File: src/rtl/x86_regs_pkg.sv
// ---------------------------------------------------------------------------
// x86_regs_pkg
// Shared definitions for the writeback end of the pipeline:
//   - sizing constants (result width, register count, RIP width, queue depth)
//   - architectural register codes REG_RAX .. REG_R15 in x86 encoding order
//   - wb_entry_t : one buffered Execute result as it waits to retire
//   - wb_state_t : retirement state (RUN, DRAIN after a kill is accepted, HALT)
// ---------------------------------------------------------------------------
package x86_regs_pkg;

    localparam int DATA_W = 64;
    localparam int NREG   = 16;
    localparam int REG_W  = 4;
    localparam int RIP_W  = 32;
    localparam int QDEPTH = 2;

    localparam logic [REG_W-1:0] REG_RAX = 4'd0;
    localparam logic [REG_W-1:0] REG_RCX = 4'd1;
    localparam logic [REG_W-1:0] REG_RDX = 4'd2;
    localparam logic [REG_W-1:0] REG_RBX = 4'd3;
    localparam logic [REG_W-1:0] REG_RSP = 4'd4;
    localparam logic [REG_W-1:0] REG_RBP = 4'd5;
    localparam logic [REG_W-1:0] REG_RSI = 4'd6;
    localparam logic [REG_W-1:0] REG_RDI = 4'd7;
    localparam logic [REG_W-1:0] REG_R8  = 4'd8;
    localparam logic [REG_W-1:0] REG_R9  = 4'd9;
    localparam logic [REG_W-1:0] REG_R10 = 4'd10;
    localparam logic [REG_W-1:0] REG_R11 = 4'd11;
    localparam logic [REG_W-1:0] REG_R12 = 4'd12;
    localparam logic [REG_W-1:0] REG_R13 = 4'd13;
    localparam logic [REG_W-1:0] REG_R14 = 4'd14;
    localparam logic [REG_W-1:0] REG_R15 = 4'd15;

    // One queued Execute result. res/dest is the primary write, resSpec/destS
    // the secondary one (e.g. the high half of a MUL going to RDX).
    typedef struct packed {
        logic [DATA_W-1:0] res;
        logic [DATA_W-1:0] resSpec;
        logic [REG_W-1:0]  dest;
        logic              destV;
        logic [REG_W-1:0]  destS;
        logic              destSV;
        logic [RIP_W-1:0]  rip;
        logic              kill;
    } wb_entry_t;

    typedef enum logic [1:0] {
        RUN   = 2'd0,
        DRAIN = 2'd1,
        HALT  = 2'd2
    } wb_state_t;

endpackage

File: src/rtl/regfile_2r2w.sv
// ---------------------------------------------------------------------------
// regfile_2r2w
// NREG x DATA_W register array with two write ports and two combinational,
// bypassed read ports. Cleared to zero by the asynchronous active-low reset.
//   clk, reset_n        clock / async active-low reset
//   we1, wa1, wd1       write port 1 (wins when both ports hit one register)
//   we2, wa2, wd2       write port 2
//   ra1, rd1            read port 1 address / data
//   ra2, rd2            read port 2 address / data
// A read whose address matches an enabled write port returns that write
// data in the same cycle, with port 1 taking priority over port 2.
// ---------------------------------------------------------------------------
module regfile_2r2w #(
    parameter  int DATA_W = 64,
    parameter  int NREG   = 16,
    localparam int AW     = $clog2(NREG)
) (
    input  logic              clk,
    input  logic              reset_n,
    input  logic              we1,
    input  logic [AW-1:0]     wa1,
    input  logic [DATA_W-1:0] wd1,
    input  logic              we2,
    input  logic [AW-1:0]     wa2,
    input  logic [DATA_W-1:0] wd2,
    input  logic [AW-1:0]     ra1,
    input  logic [AW-1:0]     ra2,
    output logic [DATA_W-1:0] rd1,
    output logic [DATA_W-1:0] rd2
);

    logic [DATA_W-1:0] regs [NREG];

    // Port 2 is assigned first so that port 1's later non-blocking write
    // lands on top of it when both target the same register.
    always_ff @(posedge clk or negedge reset_n) begin
        if (!reset_n) begin
            for (int i = 0; i < NREG; i++) begin
                regs[i] <= '0;
            end
        end else begin
            if (we2) begin
                regs[wa2] <= wd2;
            end
            if (we1) begin
                regs[wa1] <= wd1;
            end
        end
    end

    // Bypassed reads: array value, overridden by port 2 then port 1 so the
    // priority matches the write side.
    always_comb begin
        rd1 = regs[ra1];
        if (we2 && (wa2 == ra1)) begin
            rd1 = wd2;
        end
        if (we1 && (wa1 == ra1)) begin
            rd1 = wd1;
        end
    end

    always_comb begin
        rd2 = regs[ra2];
        if (we2 && (wa2 == ra2)) begin
            rd2 = wd2;
        end
        if (we1 && (wa1 == ra2)) begin
            rd2 = wd1;
        end
    end

endmodule

File: src/rtl/writeback_regfile.sv
// ---------------------------------------------------------------------------
// writeback_regfile
// Consumer end of the Execute result interface. Results are buffered in a
// small in-order queue and retired one per cycle into the architectural
// register file, which also serves the Decode operand-read ports.
//   clk, reset_n                      clock / async active-low reset
//   exValidIn, exReadyOut             Execute result handshake
//   aluResultIn, destRegIn,
//   destRegValidIn                    primary result and destination
//   aluResultSpecialIn,
//   destRegSpecialIn,
//   destRegSpecialValidIn             secondary result and destination
//   currentRipIn                      RIP of the producing instruction
//   killIn                            instruction terminates the program
//   wbStallIn                         hold retirement this cycle
//   rdReg1In/rdVal1Out,
//   rdReg2In/rdVal2Out                combinational bypassed reads
//   retireValidOut                    head entry retires this cycle
//   lastRipOut                        RIP of the most recent retire
//   retiredCountOut                   retired instruction count
//   haltedOut                         a kill entry has retired
// ---------------------------------------------------------------------------
module writeback_regfile
    import x86_regs_pkg::*;
(
    input  logic              clk,
    input  logic              reset_n,
    input  logic              exValidIn,
    output logic              exReadyOut,
    input  logic [DATA_W-1:0] aluResultIn,
    input  logic [DATA_W-1:0] aluResultSpecialIn,
    input  logic [REG_W-1:0]  destRegIn,
    input  logic              destRegValidIn,
    input  logic [REG_W-1:0]  destRegSpecialIn,
    input  logic              destRegSpecialValidIn,
    input  logic [RIP_W-1:0]  currentRipIn,
    input  logic              killIn,
    input  logic              wbStallIn,
    input  logic [REG_W-1:0]  rdReg1In,
    input  logic [REG_W-1:0]  rdReg2In,
    output logic [DATA_W-1:0] rdVal1Out,
    output logic [DATA_W-1:0] rdVal2Out,
    output logic              retireValidOut,
    output logic [RIP_W-1:0]  lastRipOut,
    output logic [63:0]       retiredCountOut,
    output logic              haltedOut
);

    localparam int PTR_W = (QDEPTH > 1) ? $clog2(QDEPTH) : 1;
    localparam int CNT_W = $clog2(QDEPTH + 1);
    localparam logic [CNT_W-1:0] CNT_FULL = CNT_W'(QDEPTH);
    localparam logic [PTR_W-1:0] PTR_LAST = PTR_W'(QDEPTH - 1);

    wb_entry_t        queue [QDEPTH];
    wb_entry_t        newEntry;
    wb_entry_t        headEntry;
    logic [PTR_W-1:0] headPtr;
    logic [PTR_W-1:0] tailPtr;
    logic [CNT_W-1:0] count;
    wb_state_t        state;
    logic             killSeen;
    logic             push;
    logic             pop;

    assign newEntry = '{
        res:     aluResultIn,
        resSpec: aluResultSpecialIn,
        dest:    destRegIn,
        destV:   destRegValidIn,
        destS:   destRegSpecialIn,
        destSV:  destRegSpecialValidIn,
        rip:     currentRipIn,
        kill:    killIn
    };

    assign headEntry = queue[headPtr];

    // Once a kill has been accepted nothing younger may enter the queue.
    assign exReadyOut     = (count < CNT_FULL) && !killSeen && (state == RUN);
    assign push           = exValidIn && exReadyOut;
    assign pop            = (count != '0) && !wbStallIn && (state != HALT);
    assign retireValidOut = pop;
    assign haltedOut      = (state == HALT);

    // Queue payload storage; validity is tracked purely by the pointers and
    // count, so the payload itself needs no reset.
    always_ff @(posedge clk) begin
        if (push) begin
            queue[tailPtr] <= newEntry;
        end
    end

    // Queue pointers and occupancy. A simultaneous push and pop leaves the
    // count unchanged.
    always_ff @(posedge clk or negedge reset_n) begin
        if (!reset_n) begin
            headPtr <= '0;
            tailPtr <= '0;
            count   <= '0;
        end else begin
            if (push) begin
                tailPtr <= (tailPtr == PTR_LAST) ? '0 : tailPtr + 1'b1;
            end
            if (pop) begin
                headPtr <= (headPtr == PTR_LAST) ? '0 : headPtr + 1'b1;
            end
            case ({push, pop})
                2'b10:   count <= count + 1'b1;
                2'b01:   count <= count - 1'b1;
                default: count <= count;
            endcase
        end
    end

    // Retirement FSM: accepting a kill moves to DRAIN, retiring it moves to
    // HALT, which only reset leaves.
    always_ff @(posedge clk or negedge reset_n) begin
        if (!reset_n) begin
            state    <= RUN;
            killSeen <= 1'b0;
        end else begin
            if (push && killIn) begin
                killSeen <= 1'b1;
            end
            case (state)
                RUN: begin
                    if (push && killIn) begin
                        state <= DRAIN;
                    end
                end
                DRAIN: begin
                    if (pop && headEntry.kill) begin
                        state <= HALT;
                    end
                end
                HALT: begin
                    state <= HALT;
                end
                default: begin
                    state <= RUN;
                end
            endcase
        end
    end

    // Retirement bookkeeping for the entry leaving the head of the queue.
    always_ff @(posedge clk or negedge reset_n) begin
        if (!reset_n) begin
            lastRipOut      <= '0;
            retiredCountOut <= '0;
        end else if (pop) begin
            lastRipOut      <= headEntry.rip;
            retiredCountOut <= retiredCountOut + 64'd1;
        end
    end

    // The secondary destination sits on write port 1 so it wins when both
    // destinations name the same register.
    regfile_2r2w #(
        .DATA_W (DATA_W),
        .NREG   (NREG)
    ) uRegfile (
        .clk     (clk),
        .reset_n (reset_n),
        .we1     (pop && headEntry.destSV),
        .wa1     (headEntry.destS),
        .wd1     (headEntry.resSpec),
        .we2     (pop && headEntry.destV),
        .wa2     (headEntry.dest),
        .wd2     (headEntry.res),
        .ra1     (rdReg1In),
        .ra2     (rdReg2In),
        .rd1     (rdVal1Out),
        .rd2     (rdVal2Out)
    );

endmodule

File: config.mk
export PLATFORM = sky130hd
export DESIGN_NAME = writeback_regfile
export DESIGN_NICKNAME = d
export VERILOG_FILES = /design/src/rtl/x86_regs_pkg.sv /design/src/rtl/regfile_2r2w.sv /design/src/rtl/writeback_regfile.sv
export SDC_FILE = /design/constraint.sdc
export NUM_CORES = 2
export LEC_CHECK = 0
export CAP_MARGIN = 25
export CORE_MARGIN = 2
export CORE_UTILIZATION = 60
export CTS_BUF_LIST = sky130_fd_sc_hd__clkbuf_8
export CTS_CLUSTER_DIAMETER = 200
export CTS_CLUSTER_SIZE = 24
export DETAILED_ROUTE_END_ITERATION = 16
export GPL_TIMING_DRIVEN = 0
export HOLD_SLACK_MARGIN = 0.02
export PLACE_DENSITY = 0.79
export SYNTH_ARGS = -nofsm -noshare
export SYNTH_HDL_FRONTEND = slang
export SYNTH_SLANG_ARGS = --single-unit
File: constraint.sdc
create_clock -name clk -period 22.4 [get_ports clk]
set_input_delay 5.6 -clock clk [delete_from_list [all_inputs] [get_ports clk]]
set_output_delay 5.6 -clock clk [all_outputs]
set_load 0.03 [all_outputs]
After elaboration in Yosys (flattened, before gate mapping)
Memories as Yosys holds them, arrays and structs flattened.
Index checks and enable logic that the tools add are counted.
{"block": "totals", "register_bits": 1127, "wordCells": 98, "memories": 1, "romBits": 0, "out_inout_bits": 227, "latchBits": 0, "mem_bits_rw": 342}
{"block": "classes", "n_shift": 0, "div": 0, "multipliers": 0, "magnitude_cmp": 7, "mux": 26, "add_sub_neg": 5, "reduce_logical": 21, "eq_ne": 11, "bitwise": 4}
{"memory": "queue", "words": 2, "word_bits": 171, "rd": 1, "rd_ports_with_merged_regs": 0, "write_ports": 1, "line": "writeback_regfile.sv:54", "rtl": "wb_entry_t queue [QDEPTH];"}
{"operator": "bitwise mux 1024 bit", "count": 2}
{"operator": "2-to-1 mux 1024 bit", "count": 2}
{"operator": "2-to-1 mux 64 bit", "count": 10}
{"operator": "binary-select mux 64 bit (select 4 bit)", "count": 2}
{"operator": "demux 64 bit (select 4 bit)", "count": 2}
{"operator": "adder 64 x 1 -> 64 bit, second input constant", "count": 1}
{"operator": ">= comparator 5 bit, second input constant", "count": 4}
{"operator": "inverter 4 -> 5 bit", "count": 4}
{"operator": "equality test 4 bit", "count": 4}
{"operator": "logical AND 1 bit", "count": 15}
{"operator": "less-than comparator 5 x 1 -> 1 bit, second input constant", "count": 2}
{"operator": "one-hot mux 2 bit (3 select lines)", "count": 1}
{"operator": "equality test 2 x 1 -> 1 bit, second input constant", "count": 2}
{"operator": "equality test 2 bit, second input constant", "count": 2}
{"operator": "2-to-1 mux 1 bit", "count": 4}
{"operator": "2-to-1 mux 2 bit", "count": 2}
{"operator": "!= test 2 bit, second input constant", "count": 2}
{"operator": "one-hot mux 2 bit (2 select lines)", "count": 1}
{"operator": "nonzero test 2 bit", "count": 2}
{"operator": "adder 1 bit, second input constant", "count": 2}
{"operator": "adder 2 x 1 -> 2 bit, second input constant", "count": 1}
{"operator": "zero test 1 bit", "count": 2}
{"operator": "zero test 2 bit", "count": 1}
{"operator": "less-than comparator 2 bit, second input constant", "count": 1}
{"operator": "other kinds (3)", "count": 3}

Longest topological paths before layout
An unclocked memory read counts as a cell.
{"block": "depth", "word_depth": 10, "ltp_mapped": 10, "ltp_nobuf": 8}

Hierarchy
From an unflattened synthesis, not the netlist that was laid out.
{"block": "unflattened", "cells_unflattened": 7403, "area_unflattened_um2": 83318.7}
{"module": "regfile_2r2w", "area_per_inst_um2": 66502.5, "cells_each": 6434, "seq_area_each_um2": 25624.6, "n_inst": 1}
{"module": "writeback_regfile", "area_per_inst_um2": 16816.1, "cells_each": 969, "seq_area_each_um2": 12847.3, "n_inst": 1}

Worst setup path before layout
No wires, ideal clock.
{"block": "synth_timing", "kind": "input -> register", "from": "input port exValidIn", "to": "memory queue[0][0] (netlist bit), enable pin", "setup_slack_ns": 8.842, "path_stages": 2, "t_required_ns": 21.695, "setup_ns": 0.705, "arrival_time_ns": 12.853, "cell_sequence": "nand2_1 nor2_1"}
{"block": "synth_via", "elab_chain_cells": 3}
{"item": "start, declared", "line": "writeback_regfile.sv:28", "rtl": "input logic exValidIn,"}
{"item": "logical AND 1 bit", "line": "writeback_regfile.sv:80", "rtl": "assign push = exValidIn && exReadyOut;"}
{"item": "2-to-1 mux 1 bit", "line": "writeback_regfile.sv:88", "rtl": "if (push) begin"}
{"item": "2-to-1 mux 1 bit (implied by the code)", "line": "writeback_regfile.sv:89", "rtl": "queue[tailPtr] <= newEntry;"}
{"item": "end, declared", "line": "writeback_regfile.sv:54"}
Every way passes these cells.

Final worst setup path
{"block": "layout_timing", "from": "input port rdReg2In[0]", "to": "output port rdVal2Out[1]"}
{"block": "layout_via", "elab_chain_cells": 6}
{"item": "start, declared", "line": "writeback_regfile.sv:40", "rtl": "input logic [REG_W-1:0] rdReg2In,"}
{"item": "inverter 4 -> 5 bit (implied by the code)", "line": "regfile_2r2w.sv:64", "rtl": "rd2 = regs[ra2];"}
{"item": "binary-select mux 64 bit (select 4 bit)", "line": "regfile_2r2w.sv:64"}
{"item": "2-to-1 mux 64 bit (implied by the code) (2 in series)", "line": "regfile_2r2w.sv:64"}
{"item": "2-to-1 mux 64 bit", "line": "regfile_2r2w.sv:65", "rtl": "if (we2 && (wa2 == ra2)) begin"}
{"item": "2-to-1 mux 64 bit (*)", "line": "regfile_2r2w.sv:68", "rtl": "if (we1 && (wa1 == ra2)) begin"}
{"item": "end, declared", "line": "writeback_regfile.sv:42", "rtl": "output logic [DATA_W-1:0] rdVal2Out,"}
Mark *: on every way between the ends. The rest lies on a longest branch, timed or not. The select of a mux whose other input is x is not followed.

==> results.toml <==
[outcome]
status = "finished clean"

[synthesis]
synth_compound_area_frac = 0.0458
avgSynthCellArea_sq_um = 13.5
synthFlopType = "dfrtp_1"
ys_seq_area_frac = 0.463
synth_adder_area_share = 0.000904
synthArstFlopShare = 0.767
synth_cell_types = 41
syn_nets = 6331
synth_warnings = 0
synth_simple_gate_area_frac = 0.0349
synth_top_family_by_area = "multiplexers"
synth_area_sq_mm = 0.0830
synth_cells = 6142
synth_mux_area_frac = 0.408
synth-seq-cells = 1469
synth_edf_count = 342
synth_xor_area_frac = 0.00886

[power_and_ir_drop]
ir_drop_v = 0.0000669
p_per_area_mw_per_mm2 = 110
power.leakage_uw = 0.0494

[clock_network]
cts_resized = 0
numCtsBuffers = 71
clock_sinks = 1469
cts_hold_buf = 0
root_buffer = "clkbuf_8"
clk_pin_slew_ns = 0.15
cts_max_level = 3
cts_setup_buffers = 0
clock_path_buffers = 3
clkLatencyLatePin_ns = 0.90
cts_tree = "built"

[worst_setup_path]
arrival_ns = 10.84
crit_path_max_fanout = 10
cp_num_cells = 10
required_ns = 16.80
rr_startpoint = "headPtr$_DFFE_PN0P_"
crit_family = "buffers and inverters"
rr_worst_depth = 9
crit_path_cell_trace = "clkbuf_1 > buf_2 > xnor2_1 > nor3_1 > clkbuf_1 > buf_8 > clkbuf_1 > nand3_1 > a31oi_1 > clkdlybuf4s50_1"
max_stage_delay_ns = 0.84
cp-end-kind = "output port"
crit_type = "input pin to output port"
r2r_setup_slack_ns = 18.13
cp-start-kind = "input pin"
cp_slowest_cell = "clkdlybuf4s50_1"
cpMostUsedCell = "clkbuf_1"
rr_endpoint = "uRegfile.regs[842]$_DFF_PN0_"
crit_buf_inv = 6

[cells_and_area]
layoutNonFillerInstCount = 8596
area_growth_pct = 11.0
nNetsFinal = 6889
drive_gt1_frac = 0.141

[global_route]
track_usage = 0.392
grt_first_pass_wirelength_um = 410000
antenna_found_initial = 38
first_global_vias = 61700
overflow = 0
grt_start_max_net_pins = 168

[floorplan]
fp.dieH_um = 376
ios = 410
start_util = 0.604
rows = 136
die_area_sq_mm = 0.141
die_w_um = 376
core_sq_mm = 0.137

[flow_run]
max_cap_viol_count = 0

[worst_hold_path]
hp-start = "retiredCountOut[63]$_DFFE_PN0P_"
holdPathEnd = "retiredCountOut[63]$_DFFE_PN0P_"
hold_path.class = "flop to flop"
whs_path_depth = 1

[route]
viasPerCell = 7.12
initialDrtViolationCount = 8468
drt_pre_antenna_iters = 7
post-route-drc-count = 0
drt_wl_total_um = 278000
avgRoutedWirePerCell_um = 32.3
vias = 61200
ant_nets = 0

[placed_design]
place_hpwl_um = 196000
place_ws_ns = 6.45
portBuffers = 401
dp_cells = 8399
gp_congestion = 0.964

[sta]
tightest_slew_ns = 1.20
fin_crit_ns = 16.44
final_max_slew_viol_count = 0
rsz0062_at_grt = "no"
fmax_mhz = 60.8
min_period_over_period = 0.734
finClkSkew_ns = 0.0631
setup_viol = 0
setup_ws_ns = 5.96
tns_ns = 0
max-slew-margin-rel = 0.203
hold_violations = 0
## cell families (layout without fill, tap and decap cells)
logic type | Yosys count | count (layout)
buf+inv | 721 | 1322
other cells | 0 | 59
mux | 2735 | 2735
fa+ha+maj | 6 | 6
xor+xnor | 84 | 84
compound gates | 546 | 546
flops | 1469 | 1469
simple gates | 581 | 581
## per-stage QoR
step / area, sq um / util / hold WS [ns] / power [uW]
2_1_floorplan: 83000 / - / 0.436 / 7210
6_report: 92200 / 0.670 / 0.481 / 10100
5_1_grt: 92100 / 0.670 / 0.506 / 10500
4_1_cts: 91700 / 0.667 / 0.483 / 9980
3_5_place_dp: 90500 / 0.658 / 0.454 / 8840
3_3_place_gp: 89300 / 0.649 / 0.453 / 8620
## per-layer routing
metal | GRT usage | part of all wire
met3 | 0.124 | 0.10
met1 | 0.508 | 0.37
met2 | 0.580 | 0.45
met5 | 0.00961 | 0.0011
met4 | 0.238 | 0.071
## layout make-up
cell class	instances	area, sq um
buffer	650	2920
timing repair buffer	485	5530
clock buffer	71	977
sequential	1469	38500
inverter	71	267
antenna	59	148
multi-input combinational	3952	41400
tap	1794	2240
fill	10100	45300
clock inverter	45	218
## how the worst max path moves through the flow
stage	startpoint	endpoint	slack (ns)
after detailed placement	rdReg2In[0]	rdVal2Out[1]	6.45
after global routing	rdReg2In[0]	rdVal2Out[1]	6.03
final	rdReg2In[0]	rdVal2Out[1]	5.96
after CTS	rdReg2In[0]	rdVal2Out[1]	6.45
after global placement	reset_n	uRegfile.regs[143]$_DFF_PN0_	-37.14
after floorplan	exValidIn	queue[0][0]$_DFFE_PP_	8.84
## worst register-to-register path: cells and delay by family, from the launching register on
kind | cells | cell delay, ns
muxes | 2 | 0.96
DFF | 1 | 0.37
buffers and inverters | 7 | 2.82
## layout by cell type, fill, tap and decap left out, types with 20 or more instances in the layout
| master | instances |
|---|---|
| a22oi_1 | 256 |
| buf_4 | 40 |
| clkdlybuf4s50_1 | 400 |
| a21oi_1 | 32 |
| buf_6 | 29 |
| mux4_2 | 512 |
| buf_8 | 47 |
| mux2i_1 | 2153 |
| mux2_2 | 70 |
| clkbuf_1 | 401 |
| clkbuf_8 | 71 |
| buf_2 | 122 |
| nand2_1 | 103 |
| a31oi_1 | 128 |
| buf_16 | 22 |
| nand4_1 | 20 |
| nor3_1 | 149 |
| diode_2 | 59 |
| edfxtp_1 | 342 |
| buf_1 | 64 |
| dfrtp_1 | 1127 |
| nor2_1 | 52 |
| a22o_1 | 65 |
| o21ai_0 | 64 |
| xor2_1 | 48 |
| nand3_1 | 172 |
| inv_1 | 108 |
| xnor2_1 | 36 |
## sequential cells by signal (all words and copies together), names as in the netlist
signal,flops
tailPtr,1
retiredCountOut,64
killSeen,1
queue,342
count,2
headPtr,1
state,2
lastRipOut,32
uRegfile.regs,1024
## where the power goes
| group | total [uW] | internal, uW | switching, uW |
|---|---|---|---|
| Sequential | 4360 | 3660 | 700 |
| Combinational | 4570 | 2070 | 2500 |
| Clock | 1190 | 306 | 884 |
| Total | 10100 | 6030 | 4080 |
## synth_stat cells (56+ instances only)
cell | number | share of area
mux2i_1 | 2153 | 0.26
dfrtp_1 | 1127 | 0.34
mux4_2 | 512 | 0.14
clkbuf_1 | 403 | 0.018
edfxtp_1 | 342 | 0.12
a22oi_1 | 256 | 0.023
nand3_1 | 172 | 0.010
nor3_1 | 150 | 0.0090
a31oi_1 | 128 | 0.0096
buf_2 | 119 | 0.0072
nand2_1 | 103 | 0.0047
inv_1 | 71 | 0.0032
mux2_2 | 70 | 0.0095
buf_1 | 66 | 0.0030
a22o_1 | 65 | 0.0069
o21ai_0 | 64 | 0.0039
nor2_1 | 56 | 0.0025
No activity file was read; power rests on OpenSTA's default activity.
